$ cat config.mk
export PLATFORM = sky130hd
export DESIGN_NAME = pc_sequencer
export DESIGN_NICKNAME = d
export VERILOG_FILES = /design/src/rtl/pc_seq_pkg.sv /design/src/rtl/pc_next_calc.sv /design/src/rtl/pc_sequencer.sv
export SDC_FILE = /design/constraint.sdc
export NUM_CORES = 1
export LEC_CHECK = 0
export BUFFER_PORTS_ARGS = -buffer_cell sky130_fd_sc_hd__buf_2
export CAP_MARGIN = 20
export CORE_MARGIN = 3
export CORE_UTILIZATION = 50
export DETAILED_ROUTE_END_ITERATION = 12
export GPL_TIMING_DRIVEN = 0
export PLACE_DENSITY = 0.73
export REMOVE_ABC_BUFFERS = 1
export SYNTH_ARGS = -nofsm -noshare
export SYNTH_HDL_FRONTEND = slang
export SYNTH_SLANG_ARGS = --single-unit
export TNS_END_PERCENT = 50
$ cat constraint.sdc
create_clock -name CLK -period 9.4 [get_ports CLK]
set_input_delay 2.82 -clock CLK [delete_from_list [all_inputs] [get_ports CLK]]
set_output_delay 2.82 -clock CLK [all_outputs]
set_load 0.01 [all_outputs]
$ cat src/rtl/pc_seq_pkg.sv
// Shared types and constants for the fetch-stage PC sequencer.
package pc_seq_pkg;
   localparam int unsigned PC_W = 16;
   localparam logic [PC_W-1:0] INSTR_BYTES = 16'd2;

   typedef enum logic [1:0] {BOOT, REQ, HOLD} state_t;
   typedef enum logic [1:0] {NONE, BR, JMP, JR} rkind_t;

   // Redirect priority: jr > jmp > br_take.
   function automatic rkind_t live_kind(input logic jr, input logic jmp, input logic br_take);
      rkind_t k;
      k = NONE;
      if (jr)
         k = JR;
      else if (jmp)
         k = JMP;
      else if (br_take)
         k = BR;
      return k;
   endfunction
endpackage

$ cat src/rtl/pc_next_calc.sv
// Next-fetch-address select: live redirect, else buffered redirect, else sequential.
module pc_next_calc
   import pc_seq_pkg::*;
(
   input  logic [PC_W-1:0] cur,
   input  logic            jr,
   input  logic            jmp,
   input  logic            br_take,
   input  logic [12:0]     br_off,
   input  logic [PC_W-1:0] jr_tgt,
   input  rkind_t          pend_kind,
   input  logic [PC_W-1:0] pend_opnd,
   output rkind_t          sel_kind,
   output logic [PC_W-1:0] nxt
);
   logic [PC_W-1:0] lnk;
   logic [PC_W-1:0] opnd;

   assign lnk = cur + INSTR_BYTES;

   always_comb begin
      sel_kind = live_kind(jr, jmp, br_take);
      opnd     = (sel_kind == JR) ? jr_tgt : {3'b000, br_off};
      if (sel_kind == NONE) begin
         sel_kind = pend_kind;
         opnd     = pend_opnd;
      end
      case (sel_kind)
         JR:      nxt = opnd;
         JMP:     nxt = {lnk[PC_W-1:13], opnd[12:0]};
         BR:      nxt = lnk + {{(PC_W-13){opnd[12]}}, opnd[12:0]};
         default: nxt = lnk;
      endcase
   end
endmodule

$ cat src/rtl/pc_sequencer.sv
// Fetch PC sequencer with req/gnt handshake and one-entry redirect buffer.
// Optional odd-jr trap enabled by defining PC_SEQ_MISALIGN_TRAP_EN.
module pc_sequencer
   import pc_seq_pkg::*;
#(
   parameter logic [PC_W-1:0] RESET_PC = 16'h0000
) (
   input  logic            CLK,
   input  logic            Reset_n,
   output logic            imem_req,
   output logic [PC_W-1:0] imem_addr,
   input  logic            imem_gnt,
   input  logic            stall,
   input  logic            br_take,
   input  logic [12:0]     br_off,
   input  logic            jmp,
   input  logic            jr,
   input  logic [PC_W-1:0] jr_tgt,
   output logic [PC_W-1:0] pc,
   output logic [PC_W-1:0] link,
   output logic            misalign
);
   state_t          state;
   rkind_t          pend_kind;
   logic [PC_W-1:0] pend_opnd;
   rkind_t          live;
   logic [PC_W-1:0] jr_eff;
   logic [PC_W-1:0] live_opnd;
   logic [PC_W-1:0] calc_cur;
   rkind_t          sel_kind;
   logic [PC_W-1:0] nxt;
   logic            trap;
   logic            halted;

`ifdef PC_SEQ_MISALIGN_TRAP_EN
   assign jr_eff = jr_tgt;
   assign trap   = (sel_kind == JR) && nxt[0];
`else
   assign jr_eff = jr_tgt & {{(PC_W-1){1'b1}}, 1'b0};
   assign trap   = 1'b0;
`endif

   assign live      = live_kind(jr, jmp, br_take);
   assign live_opnd = (live == JR) ? jr_eff : {3'b000, br_off};
   // At a grant the base is the address being granted; in HOLD it is the last granted pc.
   assign calc_cur  = (state == REQ) ? imem_addr : pc;

   pc_next_calc u_calc (
      .cur       (calc_cur),
      .jr        (jr),
      .jmp       (jmp),
      .br_take   (br_take),
      .br_off    (br_off),
      .jr_tgt    (jr_eff),
      .pend_kind ((state == REQ) ? pend_kind : NONE),
      .pend_opnd (pend_opnd),
      .sel_kind  (sel_kind),
      .nxt       (nxt)
   );

   always_ff @(posedge CLK) begin
      misalign <= 1'b0;
      if (!Reset_n) begin
         state     <= BOOT;
         imem_req  <= 1'b0;
         imem_addr <= RESET_PC;
         pc        <= RESET_PC;
         link      <= RESET_PC + INSTR_BYTES;
         pend_kind <= NONE;
         pend_opnd <= '0;
         halted    <= 1'b0;
      end else begin
         case (state)
            BOOT: begin
               state     <= REQ;
               imem_req  <= 1'b1;
               imem_addr <= RESET_PC;
            end
            REQ: begin
               if (imem_gnt) begin
                  pc   <= imem_addr;
                  link <= imem_addr + INSTR_BYTES;
                  if (sel_kind != NONE)
                     pend_kind <= NONE;
                  if (trap) begin
                     state    <= HOLD;
                     imem_req <= 1'b0;
                     halted   <= 1'b1;
                     misalign <= 1'b1;
                  end else begin
                     imem_addr <= nxt;
                     if (stall) begin
                        state    <= HOLD;
                        imem_req <= 1'b0;
                     end
                  end
               end else if (live != NONE) begin
                  pend_kind <= live;
                  pend_opnd <= live_opnd;
               end
            end
            default: begin
               if (!halted) begin
                  if (trap) begin
                     halted   <= 1'b1;
                     misalign <= 1'b1;
                  end else begin
                     if (sel_kind != NONE)
                        imem_addr <= nxt;
                     if (!stall) begin
                        state    <= REQ;
                        imem_req <= 1'b1;
                     end
                  end
               end
            end
         endcase
      end
   end
endmodule
==> metrics <==
hold path endpoint pend_opnd[13]; final WL 13.2 mm; total CTS buffers 9; Post-synth EDFFs 0; GRT Max-Usage Layer met2; Worst EP arrival 6240 ps; vias in the first global route 4475; DRT Pass-1 Iters 5; peak supply drop 0.0694 mV; hold depth 2; Clock Pin Slew Worst Setup and Hold Paths 80 ps; die area 10700 um2; DRC violation total after the first TritonRoute iteration 295; GR Util met1 32.7%; # fillers 869; grt met2 use 41.3%; Async S/R FF share, synth 0%; Congestion Overflow GR 0; Worst Path Required 9640 ps; Yosys Warn Count 0; hold_sp pend_opnd[13]; period utilisation layout 63.9%; Hold WS 471 ps; Starting Density 53.1%; Worst Reg-to-Reg Cells 17; Synth top area share 28.2%; # DRC 0; count leader, synth nand2_1; worst hold path type flip-flop to flip-flop; mean routed wirelength per cell 16.5 um; clock sinks 67; switching power 237 uW; Clock Skew 11.5 ps; TNS Setup 0 ps; Root Buffer clkbuf_8; CTS Hold Buffers Added 0; core footprint 8980 um2; sw frac 32.9%; Site Rows 34; DP HPWL 9.52 mm; CP Launch Type primary input; ys flop type dfxtp_1; worst reg2reg endpoint imem_addr[12]; Die W 104 um; Rel. slew slack 27.5%; GR Util met3 3.30%; library cells used by synthesis 66; P_leak 0.00248 uW; global-route wire length before repair 22.0 mm; post-synth top area cell dfxtp_1; Synth Cell Area 4760 um2; # setup viols final 0; power share of the combinational group 21.1%; Final Wtd Congestion 0.864; die height 104 um; internal power 483 uW; Max Freq 167 MHz; critical path peak fanout 38; Fin. Hold Viols 0; Cell Pwr Density 133 nW/um2; CTS Buffer Depth 2; IO Pins 86; Setup Fix Bufs, Post-CTS 0; Slew Limit Fails 0; clock power share 35.6%; status finished clean; reg-to-reg slack, setup 4950 ps; Tmin final 6000 ps; syn_area_per_cell 7.70 um2; RSZ-0062 raised after global routing false; Mapped Cells 619; # diodes 0; DR vias 4653; Worst setup EP type flip-flop; largest cells by area after synthesis dfxtp_1 28%, nand2_1 10%, o211a_1 5.3%; Routed Antenna Nets 0; Resized Gates After CTS 0; post-synthesis sequential area ratio 28.2%; Crit Path Category primary input to flip-flop; CTS tree done; Nets 725; Sequential Power Share 43.3%; synthesized flop and latch total 67; antenna violations before repair 0; fraction of layout cells with a size suffix above 1 17.3%; max cap viols 0; largest net degree at the start of global routing 63; Post-synth top cells 128 x nand2_1, 67 x dfxtp_1, 39 x nor2_1; gr usage total 24.4%; Power Total 720 uW; H-tree depth 3; P&R area growth vs syn 13.4%; actual slew at the worst max-slew pin 1090 ps; DR vias/cell 5.80; IO buf count 83; final core occ 60.2%; Worst-Skew Late Latency 350 ps; R2R Path Start state[0]
-- flip-flops by register name, summed over array words and instances, names as in the netlist --
name,flops
imem_addr,16
pend_kind,2
state,2
link,15
pend_opnd,16
pc,16
-- through the flow --
stage                     setup slack, ps  instances  cell area, um2
after floorplan                      4170        574            4560
after global placement               3070        783            5130
after detailed placement             3100        785            5170
after CTS                            3450        801            5380
after global routing                 3010        802            5400
final                                3400        802            5400
-- area by class of cell --
type | instances | area [um2] | share of cell area, %
clock buffer | 9 | 124 | 2.29
clock inverter | 7 | 77.6 | 1.44
inverter | 10 | 37.5 | 0.695
multi-input combinational | 497 | 3200 | 59.2
sequential | 67 | 1340 | 24.8
tap | 126 | 158 | 2.92
timing repair buffer | 86 | 469 | 8.68
-- power by group through the flow --
stage	Sequential (uW)	Combinational (uW)	Clock [uW]
after CTS	311	150	259
final	312	152	256
after global routing	314	169	271
after global placement	317	144	0
after floorplan	318	94.2	0
after detailed placement	318	149	0
-- how the worst max path moves through the flow --
stage | cells past startpoint | end | start | slack, ps
2_1_floorplan | 11 | imem_addr[14] | jr | 4170
3_3_place_gp | 6 | pend_kind[0] | jr | 3070
3_5_place_dp | 13 | imem_addr[14] | jr | 3100
4_1_cts | 13 | imem_addr[14] | jr | 3450
5_1_grt | 13 | imem_addr[14] | jr | 3010
6_report | 13 | imem_addr[14] | jr | 3400
-- kinds of logic after synthesis --
family,Yosys count,share of synthesized area (%)
fa+ha+maj,18,4.88
simple gates,243,22.6
flops,67,28.2
buf+inv,55,5.12
mux,26,5.65
other cells,1,0.0787
compound gates,173,26.6
xor+xnor,36,6.93
-- placed cells by master (no fill, tap or decap), types with 5 or more instances in the layout --
| cell | n |
|---|---|
| a211oi_1 | 5 |
| a21oi_1 | 34 |
| or3_1 | 5 |
| ha_1 | 17 |
| clkbuf_8 | 9 |
| nor2_1 | 39 |
| a21boi_0 | 28 |
| inv_1 | 10 |
| o211a_1 | 25 |
| xnor2_1 | 15 |
| nand2_1 | 128 |
| o21ai_0 | 29 |
| nor2b_1 | 6 |
| nand3_1 | 26 |
| dfxtp_1 | 67 |
| buf_2 | 83 |
| xor2_1 | 20 |
| mux2i_1 | 23 |
| nand2b_1 | 8 |
| nand4_1 | 5 |
| a21o_1 | 6 |
| nor3_1 | 9 |
-- per-layer routing --
metal  up-vias  part of all wire [%]
met2       141                    48
met4         0                   1.6
met3        18                   5.4
met1      2192                    44
met5         -                     0
li1       2302                     -
-- worst max-delay path, stage by stage --
cell and delay, ps:
buf_2 550, or3_1 540, nor2_1 80, a21oi_1 310, inv_1 110, fa_1 410
nor2b_1 230, o2111ai_1 230, a21oi_1 330, o21ai_0 170, and3_1 190, o21ai_0 160
a21oi_1 80
(Power assumes the default switching activity.)
